**src/rtl/uart_rx_fifo_pkg.sv**
```systemverilog
// Shared definitions for the UART receiver: FSM encodings, oversample dividers
// for a 100 MHz clock, and the default receive-buffer depth.
package uart_rx_fifo_pkg;

  typedef enum logic [1:0] {
    ST_IDLE  = 2'd0,
    ST_START = 2'd1,
    ST_DATA  = 2'd2,
    ST_STOP  = 2'd3
  } rx_state_t;

  // Clocks per 16x oversample tick at 100 MHz, rounded to nearest.
  localparam int OVS_DIV_115200 = 54;
  localparam int OVS_DIV_230400 = 27;
  localparam int OVS_DIV_460800 = 14;

  localparam int DEFAULT_FIFO_DEPTH = 8;

endpackage

```
**src/rtl/uart_rx_fifo_sync_fifo.sv**
```systemverilog
// Single-clock FIFO with first-word-fall-through read data and occupancy count.
// A push into a full FIFO is accepted only when a pop happens in the same cycle.
module sync_fifo #(
  parameter int WIDTH = 8,
  parameter int DEPTH = 8
) (
  input  logic                     clk,
  input  logic                     rst,
  input  logic                     push_i,
  input  logic [WIDTH-1:0]         data_i,
  input  logic                     pop_i,
  output logic [WIDTH-1:0]         data_o,
  output logic                     full_o,
  output logic                     empty_o,
  output logic [$clog2(DEPTH):0]   count_o
);

  localparam int PTR_W = $clog2(DEPTH);
  localparam int CNT_W = PTR_W + 1;

  logic [WIDTH-1:0] mem [DEPTH];
  logic [PTR_W-1:0] wr_ptr_q, wr_ptr_d;
  logic [PTR_W-1:0] rd_ptr_q, rd_ptr_d;
  logic [CNT_W-1:0] count_q, count_d;
  logic             do_push;
  logic             do_pop;

  assign empty_o = (count_q == '0);
  assign full_o  = (count_q == CNT_W'(DEPTH));
  assign count_o = count_q;
  assign data_o  = mem[rd_ptr_q];

  assign do_pop  = pop_i && !empty_o;
  assign do_push = push_i && (!full_o || do_pop);

  // Pointers are exactly PTR_W bits wide, so they wrap modulo DEPTH for free.
  always_comb begin
    wr_ptr_d = wr_ptr_q;
    rd_ptr_d = rd_ptr_q;
    count_d  = count_q;
    if (do_push) wr_ptr_d = wr_ptr_q + 1'b1;
    if (do_pop)  rd_ptr_d = rd_ptr_q + 1'b1;
    unique case ({do_push, do_pop})
      2'b10:   count_d = count_q + 1'b1;
      2'b01:   count_d = count_q - 1'b1;
      default: count_d = count_q;
    endcase
  end

  always_ff @(posedge clk or posedge rst) begin
    if (rst) begin
      wr_ptr_q <= '0;
      rd_ptr_q <= '0;
      count_q  <= '0;
    end else begin
      wr_ptr_q <= wr_ptr_d;
      rd_ptr_q <= rd_ptr_d;
      count_q  <= count_d;
    end
  end

  always_ff @(posedge clk) begin
    if (do_push) mem[wr_ptr_q] <= data_i;
  end

endmodule

```
**src/rtl/uart_rx_fifo.sv**
```systemverilog
// 8N1 UART receiver with 16x oversampling feeding a small receive FIFO.
// Handshake: rx_data_valid is high while the FIFO holds data, rx_data shows the head entry, and a pop happens on every cycle with rx_data_valid && rx_data_ready.
module uart_rx_fifo
  import uart_rx_fifo_pkg::*;
#(
  parameter int OVS_DIV    = OVS_DIV_230400,
  parameter int FIFO_DEPTH = DEFAULT_FIFO_DEPTH
) (
  input  logic                          clk,
  input  logic                          reset,
  input  logic                          rx_in,
  output logic [7:0]                    rx_data,
  output logic                          rx_data_valid,
  input  logic                          rx_data_ready,
  output logic                          frame_err,
  output logic                          overrun,
  output logic [$clog2(FIFO_DEPTH):0]   fifo_count,
  output rx_state_t                     rx_state
);

  localparam int DIV_W = $clog2(OVS_DIV + 1);

  logic             sync1_q, sync2_q, prev_q;
  logic [1:0]       settle_q, settle_d;
  logic [DIV_W-1:0] div_q, div_d;
  logic             rx_s;
  logic             fall;
  logic             tick;

  rx_state_t        state_q;
  logic [3:0]       sub_q;
  logic [2:0]       bit_q;
  logic [7:0]       shift_q;
  logic             stop_wait_q;
  logic             push_q;
  logic             frame_err_q;
  logic             overrun_q, overrun_d;

  logic             fifo_full;
  logic             fifo_empty;

  assign rx_s = sync2_q;
  assign tick = (div_q == DIV_W'(OVS_DIV - 1));

  // prev_q only reflects the real line once the synchronizer has been refilled
  // after reset, so a line held low through reset is not mistaken for a start edge.
  assign fall = (settle_q == 2'd3) && prev_q && !rx_s;

  always_comb begin
    settle_d = (settle_q == 2'd3) ? settle_q : settle_q + 2'd1;
    div_d    = tick ? '0 : div_q + 1'b1;
    if (state_q == ST_IDLE && fall) div_d = '0;
  end

  always_ff @(posedge clk or posedge reset) begin
    if (reset) begin
      sync1_q  <= 1'b1;
      sync2_q  <= 1'b1;
      prev_q   <= 1'b1;
      settle_q <= 2'd0;
      div_q    <= '0;
    end else begin
      sync1_q  <= rx_in;
      sync2_q  <= sync1_q;
      prev_q   <= sync2_q;
      settle_q <= settle_d;
      div_q    <= div_d;
    end
  end

  always_ff @(posedge clk or posedge reset) begin
    if (reset) begin
      state_q     <= ST_IDLE;
      sub_q       <= 4'd0;
      bit_q       <= 3'd0;
      shift_q     <= 8'd0;
      stop_wait_q <= 1'b0;
      push_q      <= 1'b0;
      frame_err_q <= 1'b0;
    end else begin
      push_q      <= 1'b0;
      frame_err_q <= 1'b0;
      unique case (state_q)
        ST_IDLE: begin
          if (fall) begin
            state_q <= ST_START;
            sub_q   <= 4'd0;
          end
        end
        ST_START: begin
          if (tick) begin
            if (sub_q == 4'd7) begin
              // Mid start bit: a high line means the edge was only a glitch.
              if (!rx_s) begin
                state_q <= ST_DATA;
                sub_q   <= 4'd0;
                bit_q   <= 3'd0;
              end else begin
                state_q <= ST_IDLE;
              end
            end else begin
              sub_q <= sub_q + 4'd1;
            end
          end
        end
        ST_DATA: begin
          if (tick) begin
            if (sub_q == 4'd15) begin
              sub_q   <= 4'd0;
              shift_q <= {rx_s, shift_q[7:1]};
              bit_q   <= bit_q + 3'd1;
              if (bit_q == 3'd7) state_q <= ST_STOP;
            end else begin
              sub_q <= sub_q + 4'd1;
            end
          end
        end
        ST_STOP: begin
          if (stop_wait_q) begin
            if (rx_s) begin
              stop_wait_q <= 1'b0;
              state_q     <= ST_IDLE;
            end
          end else if (tick) begin
            if (sub_q == 4'd15) begin
              if (rx_s) begin
                push_q  <= 1'b1;
                state_q <= ST_IDLE;
              end else begin
                frame_err_q <= 1'b1;
                stop_wait_q <= 1'b1;
              end
            end else begin
              sub_q <= sub_q + 4'd1;
            end
          end
        end
        default: state_q <= ST_IDLE;
      endcase
    end
  end

  // When full the FIFO is non-empty, so rx_data_ready alone decides whether a pop frees a slot.
  assign overrun_d = push_q && fifo_full && !rx_data_ready;

  always_ff @(posedge clk or posedge reset) begin
    if (reset) overrun_q <= 1'b0;
    else       overrun_q <= overrun_d;
  end

  sync_fifo #(
    .WIDTH (8),
    .DEPTH (FIFO_DEPTH)
  ) u_fifo (
    .clk     (clk),
    .rst     (reset),
    .push_i  (push_q),
    .data_i  (shift_q),
    .pop_i   (rx_data_ready),
    .data_o  (rx_data),
    .full_o  (fifo_full),
    .empty_o (fifo_empty),
    .count_o (fifo_count)
  );

  assign rx_data_valid = !fifo_empty;
  assign frame_err     = frame_err_q;
  assign overrun       = overrun_q;
  assign rx_state      = state_q;

endmodule

```
**config.mk**
```make
export PLATFORM = sky130hd
export DESIGN_NAME = uart_rx_fifo
export DESIGN_NICKNAME = d
export VERILOG_FILES = /design/src/rtl/uart_rx_fifo_pkg.sv /design/src/rtl/uart_rx_fifo_sync_fifo.sv /design/src/rtl/uart_rx_fifo.sv
export SDC_FILE = /design/constraint.sdc
export NUM_CORES = 1
export LEC_CHECK = 0
export CAP_MARGIN = 0
export CORE_MARGIN = 2
export CORE_UTILIZATION = 64
export DETAILED_ROUTE_END_ITERATION = 10
export PLACE_DENSITY = 0.84
export SLEW_MARGIN = 0
export SYNTH_ARGS = -nofsm -noshare
export SYNTH_HDL_FRONTEND = slang
export SYNTH_SLANG_ARGS = --single-unit
```
**constraint.sdc**
```tcl
create_clock -name clk -period 5.2 [get_ports clk]
set_input_delay 0.78 -clock clk [delete_from_list [all_inputs] [get_ports clk]]
set_output_delay 0.78 -clock clk [all_outputs]
set_load 0.02 [all_outputs]
```
* After elaboration in Yosys (flattened, before gate mapping)
Memory sizes are Yosys's and may differ from the RTL's.
Index checks and enable logic that the tools add are counted.
** Word-level totals
- Register bits :: 41
- Bits in latches :: 0
- Memory bits (writable) :: 64
- Bits in read-only memories :: 0
- Input port bits :: 4
- Output and inout bits :: 17
- Memories kept :: 1
** Memories
- u_fifo.mem :: depth 8, bits a word 8, read ports 1, clocked after Yosys merged registers in 0, write ports 1, RTL line uart_rx_fifo_sync_fifo.sv:21 : logic [WIDTH-1:0] mem [DEPTH];
** Cells by class
- $add $sub $neg :: 8
- Multiply operators :: 0
- Div/mod/pow operators :: 0
- Magnitude comparators :: 0
- Eq/ne operators :: 24
- Shifts and indexed selects :: 0
- Mux-type cells :: 44
- Bitwise gates (word level) :: 0
- Reduce and logical (&&, ||, !) cells :: 20
** Operators with widths (number)
- two-way mux 4 bit :: 9
- two-way mux 2 bit :: 11
- inequality test 2 bit, second input constant :: 10
- one-hot mux 4 bit (4 select lines) :: 1
- two-way mux 3 bit :: 5
- two-way mux 1 bit :: 13
- two-way mux 5 bit :: 2
- adder 3 x 1 -> 3 bit, second input constant :: 3
- inequality test 3 bit, second input constant :: 3
- adder 4 x 1 -> 4 bit, second input constant :: 2
- == test 2 bit, second input constant :: 4
- == test 4 bit, second input constant :: 2
- one-hot mux 2 bit (4 select lines) :: 1
- one-hot mux 4 bit (2 select lines) :: 1
- AND reduction 8 bit :: 1
- logical AND 1 bit :: 7
- AND reduction 7 bit :: 1
- one-hot mux 3 bit (2 select lines) :: 1
- AND reduction 6 bit :: 1
- adder 5 x 1 -> 5 bit, second input constant :: 1
- == test 5 bit, second input constant :: 1
- == test 2 x 1 -> 1 bit, second input constant :: 2
- == test 4 x 3 -> 1 bit, second input constant :: 1
- logical NOT 1 bit :: 4
- other kinds (8) :: 9

* Longest topological paths before layout
- Depth in word-level cells :: 7
- Depth in mapped cells :: 10
- Gate-level depth less buffers :: 8

* By module
From an unflattened synthesis, not the netlist that was laid out.
** Second synthesis, totals
- Cells, all modules :: 276
- Area, all modules :: 4509.3 µm²
** By module, submodules not included
- sync_fifo :: times used 1, cells each 160, area each 3067.9 µm², seq. area each 2172.1 µm²
- uart_rx_fifo :: times used 1, cells each 116, area each 1441.4 µm², seq. area each 779.5 µm²

* Worst setup path before layout
Ideal clock, no wire load.
- Kind :: in2reg
- Start point :: input rx_data_ready
- End point :: memory u_fifo.mem[0][0], enable pin
- Library setup time :: 0.383 ns
- Data arrival time :: 2.070 ns
- Required time :: 4.817 ns
- Setup slack :: 2.746 ns
- Stages :: 4
- Path buffers :: 1
- Path through :: clkbuf_1 > o31a_1 > nand2b_1 > nor3_1
** Between the ends
- Longest elaborated chain between the ends :: 5
** Ends and longest elaborated chain
- from (decl) :: RTL line uart_rx_fifo.sv:14 : input logic rx_data_ready,
- logical AND 1 bit :: RTL line uart_rx_fifo_sync_fifo.sv:33 : assign do_pop = pop_i && !empty_o;
- logical OR 1 bit :: RTL line uart_rx_fifo_sync_fifo.sv:34 : assign do_push = push_i && (!full_o || do_pop);
- logical AND 1 bit :: RTL line uart_rx_fifo_sync_fifo.sv:34
- two-way mux 1 bit :: RTL line uart_rx_fifo_sync_fifo.sv:63 : if (do_push) mem[wr_ptr_q] <= data_i;
- two-way mux 1 bit (implied by the code) :: RTL line uart_rx_fifo_sync_fifo.sv:63
- to (decl) :: RTL line uart_rx_fifo_sync_fifo.sv:21
No other way between the ends.

* Worst setup path after layout
- Start point :: register u_fifo.rd_ptr_q[0]
- End point :: output rx_data[6]
** Between the ends
- Longest elaborated chain between the ends :: 1
** Ends and longest elaborated chain
- from (decl) :: RTL line uart_rx_fifo_sync_fifo.sv:23 : logic [PTR_W-1:0] rd_ptr_q, rd_ptr_d;
- from (signal assigned) :: RTL line uart_rx_fifo_sync_fifo.sv:57 : rd_ptr_q <= rd_ptr_d;
- memory read (8 x 8 bit)
- to (decl) :: RTL line uart_rx_fifo.sv:12 : output logic [7:0] rx_data,
No other way between the ends.

==> summary.md <==
| Metric | Value |
|---|---|
| Status | completed |
| Setup Skew | 0.00817 ns |
| Root buf cell | clkbuf_8 |
| Setup TNS | 0 ns |
| Post-Syn Nets | 297 |
| Fin crit share | 68.9% |
| Row count | 30 |
| Final wirelength | 7320 um |
| Initial antenna violation count | 0 |
| Synthesized flop and latch total | 105 |
| Primary FF master, synth | edfxtp_1 |
| Netlist cell types | 49 |
| Nets | 317 |
| Largest area contributor in the netlist | edfxtp_1 |
| Fill count | 422 |
| RSZ-0062 raised after global routing | no |
| Fraction of registers with async set/reset | 39.0% |
| Final Max Slew Viols | 0 |
| Power share of the clock group | 23.1% |
| Actual slew at the worst max-slew pin | 1.01 ns |
| Max-cap violations | 0 |
| Final setup fails | 0 |
| Sw Ratio | 30.0% |
| Routability cong. | 0.874 |
| RR Startpoint | u_fifo.count_o[3] |
| Drt first pass iters | 4 |
| PnR worst setup slack | 1.62 ns |
| CTS tree | done |
| Slew margin rel. | 32.8% |
| Cells after Synth | 284 |
| Design Power | 1.88 mW |
| Met1 Resource Use GR | 30.2% |
| Arr. time, crit path | 2.80 ns |
| Max FO, Critical Path | 18 |
| DRC | 0 |
| H-tree Lvls | 3 |
| Antenna cells | 0 |
| Seq/Total Area, Yosys | 65.6% |
| Power Dens Cells | 381 nW/um^2 |
| Critical Path End | rx_data[6] |
| Post-CTS Resized | 0 |
| Core area | 6790 um^2 |
| Die ar. | 7720 um^2 |
| Remaining Overflow, GRT | 0 |
| Via density | 5.96 |
| Yosys warnings | 0 |
| Area grow syn2layout | 9.59% |
| VDD IR max | 0.266 mV |
| Clock-pin slew on the worst setup and hold paths | 0.09 ns |
| Largest net degree at the start of global routing | 42 |
| Reg2reg path depth | 8 |
| Fin crit period | 3.58 ns |
| Antenna viol nets, final | 0 |
| Final count of hold timing violations | 0 |
| Critical Path Sink Type | primary output |
| CP Class | register to primary output |
| HP Class | register to register |
| Die Wd | 87.9 um |
| I/O pin total | 21 |
| Hold buffer count at cts | 0 |
| Clk_lat worst skew | 0.35 ns |
| Port Buffers | 20 |
| CP Launch Point | u_fifo.rd_ptr_q[0] |
| Worst reg-to-reg setup slack | 2.84 ns |
| Die Y | 87.9 um |
| DRT iter0 DRCs | 236 |
| Vias | 2414 |
| M2 GR Usage | 33.7% |
| Global-route wire length before repair | 12000 um |
| Setup bufs post-CTS | 0 |
| Initial Util | 66.2% |
| HPWL Detailed | 4950 um |
| Pleak | 2.01 nW |
| Max Buffers Root-to-Sink | 2 |
| Internal | 1.31 mW |
| Combinational share of power | 19.0% |
| Vias in the first global route | 2386 |
| Synth area leaders | edfxtp_1 (43%), dfrtp_1 (21%), mux4_2 (8.0%) |
| WP data required | 4.42 ns |
| Register Area | 2950 um^2 |
| Peak Freq | 279 MHz |
| Met3 usage | 3.49% |
| GRT Util Overall | 21.1% |
| Synthesized area | 4500 um^2 |
| Yosys top cell area share | 42.7% |
| Layout cell share with drive strength beyond 1 | 17.5% |
| CTS Sinks | 105 |
| Post-Place Setup Slack | 1.93 ns |
| EDFF count, synth | 64 |
| Critical Path Source Type | register |
| Wire length per cell | 18.1 um |
| Total CTS buffers | 9 |
| Footprint of the multi-input gates | 1430 um^2 |
| Flop pwr share | 57.9% |
| GRT busiest layer | met2 |
| RR Endpoint | u_fifo.count_o[2] |
| Syn Area/Cell | 15.8 um^2 |
| Sw Pwr | 563 uW |
[synth_stat cells, types with 2 or more instances]
cell type / instances
a31oi_1: 6
nand2_1: 10
mux2_2: 10
xor2_1: 5
mux4_2: 16
dfrtp_1: 38
xnor2_1: 8
nand2b_1: 3
o31a_1: 2
nor3_1: 5
nand3_1: 8
nand4_1: 2
o221ai_1: 2
buf_2: 8
a32o_1: 2
a22o_1: 2
a21oi_1: 4
dfstp_2: 3
clkbuf_1: 2
nor2_1: 20
and3_1: 2
buf_6: 2
o21ai_1: 2
mux2_1: 12
edfxtp_1: 64
inv_1: 8
or3_1: 2
nor4_1: 4
o21ai_0: 4
ha_1: 9
[worst min path at each step]
stage          endpoint  cells past startpoint     from  slack (ns)
3_3_place_gp       rx_s                      0  sync1_q        0.35
5_1_grt            rx_s                      0  sync1_q        0.37
3_5_place_dp       rx_s                      0  sync1_q        0.35
2_1_floorplan      rx_s                      0  sync1_q        0.35
6_report           rx_s                      0  sync1_q        0.36
4_1_cts            rx_s                      0  sync1_q        0.37
[worst max-delay path, cell delays in order, from the launching register on]
cell and delay [ns]:
dfrtp_1 1.01, mux4_2 0.61, mux2_2 0.28, clkdlybuf4s50_1 0.54
[routing by layer]
layer | vias to the layer above | wire length [um]
met5 | - | 0
met4 | 0 | 81
met3 | 8 | 308
met2 | 63 | 3610
met1 | 1217 | 3320
li1 | 1126 | -
[stage by stage]
stage | hold WS [ns] | instance area, um^2 | cells | utilization, %
2_1_floorplan | 0.345 | 4500 | 284 | -
3_3_place_gp | 0.346 | 4760 | 389 | 70.1
3_5_place_dp | 0.353 | 4760 | 389 | 70.1
4_1_cts | 0.366 | 4930 | 405 | 72.6
5_1_grt | 0.369 | 4930 | 405 | 72.6
6_report | 0.364 | 4930 | 405 | 72.6
[sequential cells by signal, summed over array words and instances, names as in the netlist, 2 cells and up, named ones only]
signal           cells
div_q                5
shift_q              8
sub_q                4
settle_q             2
u_fifo.count_o       4
u_fifo.mem          64
u_fifo.wr_ptr_q      3
u_fifo.rd_ptr_q      3
bit_q                3
[layout by cell type (no fill, tap or decap), types with 9 or more instances in the layout]
cell type	netlist	routed
mux2_2	10	10
clkbuf_8	0	9
edfxtp_1	64	64
mux2_1	12	12
nor2_1	20	20
clkdlybuf4s50_1	0	20
dfrtp_1	38	38
mux4_2	16	16
nand2_1	10	10
ha_1	9	9
[cell families after synthesis]
logic type               Yosys count  synth area share (%)
AO/OA/AOI/OAI                     30                  4.92
XOR/XNOR                          13                  2.53
adder cells (fa/ha/maj)            9                  2.50
buffers and inverters             23                  2.56
flip-flops                       105                  65.6
multiplexers                      39                  13.7
AND/OR/NAND/NOR                   65                  8.17
[final cells by class]
| class | instances | area share [%] |
|---|---|---|
| inverter | 9 | 0.685 |
| multi-input combinational | 156 | 29.1 |
| tap | 96 | 2.44 |
| clock inverter | 7 | 0.939 |
| timing repair buffer | 23 | 4.52 |
| sequential | 105 | 59.8 |
| clock buffer | 9 | 2.51 |
[power by group through the flow]
| stage | Combinational, mW | Sequential, mW | Clock [mW] |
|---|---|---|---|
| after floorplan | 0.361 | 1.02 | 0 |
| after global placement | 0.346 | 1.11 | 0 |
| after detailed placement | 0.361 | 1.11 | 0 |
| after CTS | 0.361 | 1.09 | 0.446 |
| after global routing | 0.395 | 1.11 | 0.474 |
| final | 0.357 | 1.09 | 0.433 |
Note: power is estimated with default switching activity, not from simulation.
==> RTL edit 1: new RTL, config.mk and constraints unchanged <==
The package constant `OVS_DIV_230400` goes from 27 to 54.
--- a/src/rtl/uart_rx_fifo_pkg.sv
+++ b/src/rtl/uart_rx_fifo_pkg.sv
@@ -11,7 +11,7 @@
 
   // Clocks per 16x oversample tick at 100 MHz, rounded to nearest.
   localparam int OVS_DIV_115200 = 54;
-  localparam int OVS_DIV_230400 = 27;
+  localparam int OVS_DIV_230400 = 54;
   localparam int OVS_DIV_460800 = 14;
 
   localparam int DEFAULT_FIFO_DEPTH = 8;
Function: no difference found for any inputs over 10 cycles, from zero or initial values and one cycle with reset high; that may be too few to reach the edited logic, so the function may still have changed.
==> RTL edit 1 against the original RTL <==
- synthesized area increased by 1.1%
- critical path depth unchanged
- wire length rose by 0.64%
- setup slack got worse by 0.049 ns
- sequential cell count grew 1
- cell area grew 1.5%
- sequential share of layout area shrank 0.41 points
- power is 15% higher
- global-route usage rose by 0.45 points
- synthesized cell count is 2.5% higher
- critical path type unchanged
- highest routed layer unchanged
==> RTL edit 1: results (changes against the original RTL) <==
[setup_path]
reg2reg_from = div_q[1]
reg2reg_to = shift_q[2]
reg2reg_depth = 7  ; -1
r2r_slack_ns = 2.85  ; about the same
endpoint = rx_data[5]

[timing]
worst_slew_pin_slew_ns = 1.04  ; +0.0340 ns
whs_ns = 0.364  ; -0.000224 ns
skew_ns = 0.0103  ; +0.00211 ns

[layout]
finalNetCount = 326  ; +2.8%
clock_area_frac = 0.0412  ; +0.00672
inverters = 5  ; -4
regArea_mm2 = 0.00298  ; +0.85%
area_delta_synth_final_pct = 10.1
multiInputGateArea_mm2 = 0.00146  ; +2.1%
fillers = 448  ; +6.2%
top_regs = u_fifo.mem x64, shift_q x8, div_q x6
multi_input_gates = 168  ; +7.7%
buf_share = 0.0445  ; -0.000688

[floorplan]
die-area_mm2 = 0.00780  ; +1.0%

[grt]
grt_pass1_wl_um = 12200  ; +1.3%
grt_use_total = 0.216  ; +0.00454
grt_pass1_vias = 2447  ; +2.6%
grt_max_degree = 43  ; +2.4%

[placed_design]
dp_hpwl_um = 4950  ; about the same
place_congestion = 0.843  ; -3.5%
dp_slack_ns = 1.88  ; -0.0500 ns

[synthesis]
syn-num-nets = 304  ; +2.4%
ys_seq_area_frac = 0.654  ; -0.00153
synthTopCellsByCount = edfxtp_1, dfrtp_1, mux2_2, nand2_1, nor2_1
synth_async_sr_flop_share = 0.396  ; +0.00575

[drt]
wl_um = 7360  ; +0.64%
drt_iter0_markers = 161  ; -32%
avgRoutedWirePerCell_um = 17.8  ; -1.5%
via_per_inst = 5.85  ; -1.9%

[pwr]
vdd_drop_max_v = 0.000234  ; -12%
power_density_mw_per_mm2 = 430  ; +13%
p_switching_w = 0.000680  ; +21%
p_clk_frac = 0.238  ; +0.007

[status]
outcome = finished clean

==> RTL edit 1: changes by cell type after synthesis, moves of 3 or more <==
cell | unedited run | this run
a21oi_1 | 4 | 1
nand3b_1 | 0 | 4
mux2_1 | 12 | 0
inv_1 | 8 | 5
nand2_1 | 10 | 19
buf_2 | 8 | 4
mux2_2 | 10 | 19
==> RTL edit 1: cells by family after synthesis <==
group | Yosys count | synth area share
and+or+nand+nor | 74 | 0.0853
DFF | 106 | 0.654
xor gates and xnor gates | 13 | 0.0250
AOI/OAI and AO/OA | 34 | 0.0539
adders and majority gates | 9 | 0.0248
muxes | 38 | 0.133
buffers and inverters | 17 | 0.0239
==> RTL edit 1: per-layer routing <==
layer,wire [um],up-vias,global-route usage
met1,3130,1207,0.271
met5,0,-,0
met4,124,0,0.0937
met2,3910,45,0.374
li1,-,1158,-
met3,200,11,0.0364
==> RTL edit 1: critical path: stages, from the launching register on <==
cell,delay [ns]
dfrtp_1,1.04
mux4_2,0.62
mux2_2,0.30
clkdlybuf4s50_1,0.54
==> RTL edit 2: new RTL, same flow settings <==
Made on the original files. Remove the register `overrun_q`: a continuous assignment takes its place, so the output `overrun` follows one clock earlier.
--- a/src/rtl/uart_rx_fifo.sv
+++ b/src/rtl/uart_rx_fifo.sv
@@ -143,10 +143,7 @@
   // When full the FIFO is non-empty, so rx_data_ready alone decides whether a pop frees a slot.
   assign overrun_d = push_q && fifo_full && !rx_data_ready;
 
-  always_ff @(posedge clk or posedge reset) begin
-    if (reset) overrun_q <= 1'b0;
-    else       overrun_q <= overrun_d;
-  end
+  assign overrun_q = overrun_d;
 
   sync_fifo #(
     .WIDTH (8),
Behaviour: no difference found for any inputs over 10 cycles, from zero or initial values and one cycle with reset high; that may be too few to reach the edited logic, so the function may still have changed.
==> RTL edit 2 against the original RTL <==
- die area increased by 1.9%
- setup slack got worse by 0.068 ns
- synthesized cell count increased by 4.9%
- wire length grew 3.6%
- clock power grew 4.6%
- worst hold slack better by 0.0023 ns
- cell area is 1.6% higher
- clock skew is 0.0046 ns higher
- power grew 10%
- synthesized area is 1.9% higher
- sequential cell count decreased by 1
- largest cell class unchanged
- highest routed layer unchanged
==> RTL edit 2: results (changes against the original RTL) <==
[timing]
period_needed_ns = 3.65  ; +0.0683 ns
skew_ns = 0.0128  ; +0.00464 ns
worst_slew_pin_slew_ns = 1.07  ; +0.0633 ns

[synthesis]
ys_seq_area_frac = 0.638  ; -0.0180
synth_async_sr_flop_share = 0.385  ; -0.00586
synth_warnings = 0  ; unchanged
synth_mux_area_frac = 0.134  ; -0.00317
synthTopCellsByArea = edfxtp_1, dfrtp_1, mux4_2, mux2_1, ha_1
synth_enable_flop_cells = 64  ; unchanged
syn-num-nets = 311  ; +4.7%
yosysUniqueCellTypes = 58  ; +18%
synth_compound_area_frac = 0.0564  ; +0.00724
synth_xor_area_frac = 0.0210  ; -0.00430
yosys.area_share.adder = 0.0245  ; -0.000478
synthTopCellsByCount = edfxtp_1, dfrtp_1, nor2_1

[layout]
n_antenna_cell = 0  ; unchanged
finalNetCount = 330  ; +4.1%
fillers = 444  ; +5.2%
final_layout_size_suffix_gt1_frac = 0.186  ; +0.0116
top_regs = u_fifo.mem x64, shift_q x8, div_q x5

[min_path]
min_path_cells = 0  ; unchanged
worst_hold_path_type = flop to flop

[status]
outcome = finished clean

[clock_network]
htreeDepth = 3  ; unchanged
clk_pin_slew_worst_paths_ns = 0.10
cts_resized = 0  ; unchanged
cts_buffers = 9  ; unchanged
cts_post_setup_buffers_inserted = 0  ; unchanged
clk_path_buf_depth = 2  ; unchanged
clk_latency_ns = 0.36
cts_root_buffer = clkbuf_8

[setup_path]
reg2reg_depth = 4  ; -4
slowest_stage = dfrtp_1
critPathMaxFanout = 18  ; unchanged
critPathTopFamily = flip-flops
cpPeakStageDelay_ns = 1.07  ; +0.06 ns

[drt]
top_layer = met4
via_per_inst = 5.84  ; -2.0%
avgRoutedWirePerCell_um = 18.1  ; +0.40%
wl_met3_um = 152  ; -51%
wl_met2_um = 3980  ; +10%
drt_iter0_markers = 177  ; -25%
wl_met1_um = 3360  ; +1.1%
firstDrtPassIters = 4  ; unchanged

[placed_design]
place_congestion = 0.787  ; -10%
port_buffers = 20  ; unchanged
dp_hpwl_um = 4930  ; -0.31%
placed_area_mm2 = 0.00483  ; +1.5%

[grt]
grt_use_total = 0.216  ; +0.00491
grt_pass1_wl_um = 12400  ; +2.6%
grt_max_degree = 41  ; -2.4%
antenna_found_initial = 0  ; unchanged
grt_pass1_vias = 2435  ; +2.1%

[pwr]
vdd_drop_max_v = 0.000268  ; +0.84%
power_leakage_nw = 1.77  ; -12%

## RTL edit 2: final cells by class
cell class	count	area [um2]	area share
multi-input combinational	171	1530	0.306
clock inverter	7	55.1	0.0110
tap	96	120	0.0240
timing repair buffer	23	223	0.0444
clock buffer	9	124	0.0247
inverter	8	30.0	0.00599
sequential	104	2930	0.584
## RTL edit 2: kinds of logic (layout without fill, tap and decap cells)
| family | count (synthesis) | in the layout |
|---|---|---|
| AOI/OAI and AO/OA | 34 | 34 |
| xor gates and xnor gates | 11 | 11 |
| adders and majority gates | 9 | 9 |
| DFF | 104 | 104 |
| and+or+nand+nor | 78 | 78 |
| muxes | 39 | 39 |
| buffers and inverters | 23 | 47 |
## RTL edit 2: path summary, 6_finish.rpt
path | startpoint | to | slack [ns]
min | sync1_q | rx_s | 0.37
min reg2reg | sync1_q | rx_s | 0.37
min in group asynchronous | reset | u_fifo.count_o[1] | 0.84
max reg2reg | u_fifo.count_o[1] | u_fifo.mem[4][6] | 2.93
max | u_fifo.rd_ptr_q[0] | rx_data[4] | 1.55
max in group asynchronous | reset | prev_q | 3.99
## RTL edit 2: per-stage QoR
step	power, W	hold slack (ns)	worst slack [ns]	instances
after floorplan	0.00150	0.345	2.93	298
after global placement	0.00162	0.347	1.93	402
after detailed placement	0.00164	0.347	1.89	402
after CTS	0.00209	0.367	1.48	418
after global routing	0.00219	0.371	1.36	418
final	0.00207	0.366	1.55	418
## RTL edit 2: report_power, final
group | switching [W] | leakage, nW | internal, W
clock network | 0.000274 | 0.0851 | 0.000179
logic | 0.000210 | 0.668 | 0.000295
registers | 0.000187 | 1.02 | 0.000929
total | 0.000671 | 1.77 | 0.00140
## RTL edit 2: worst reg2reg max path: stages, from the launching register on
cell,delay [ns]
dfrtp_1,0.62
or3_4,0.23
o21a_2,0.16
nand2b_1,0.13
nor2_1,0.75
## RTL edit 2: per-layer routing
| metal | vias to the layer above | global-route usage |
|---|---|---|
| met2 | 34 | 0.369 |
| met3 | 8 | 0.0280 |
| li1 | 1167 | - |
| met5 | - | 0 |
| met4 | 0 | 0.0799 |
| met1 | 1233 | 0.287 |
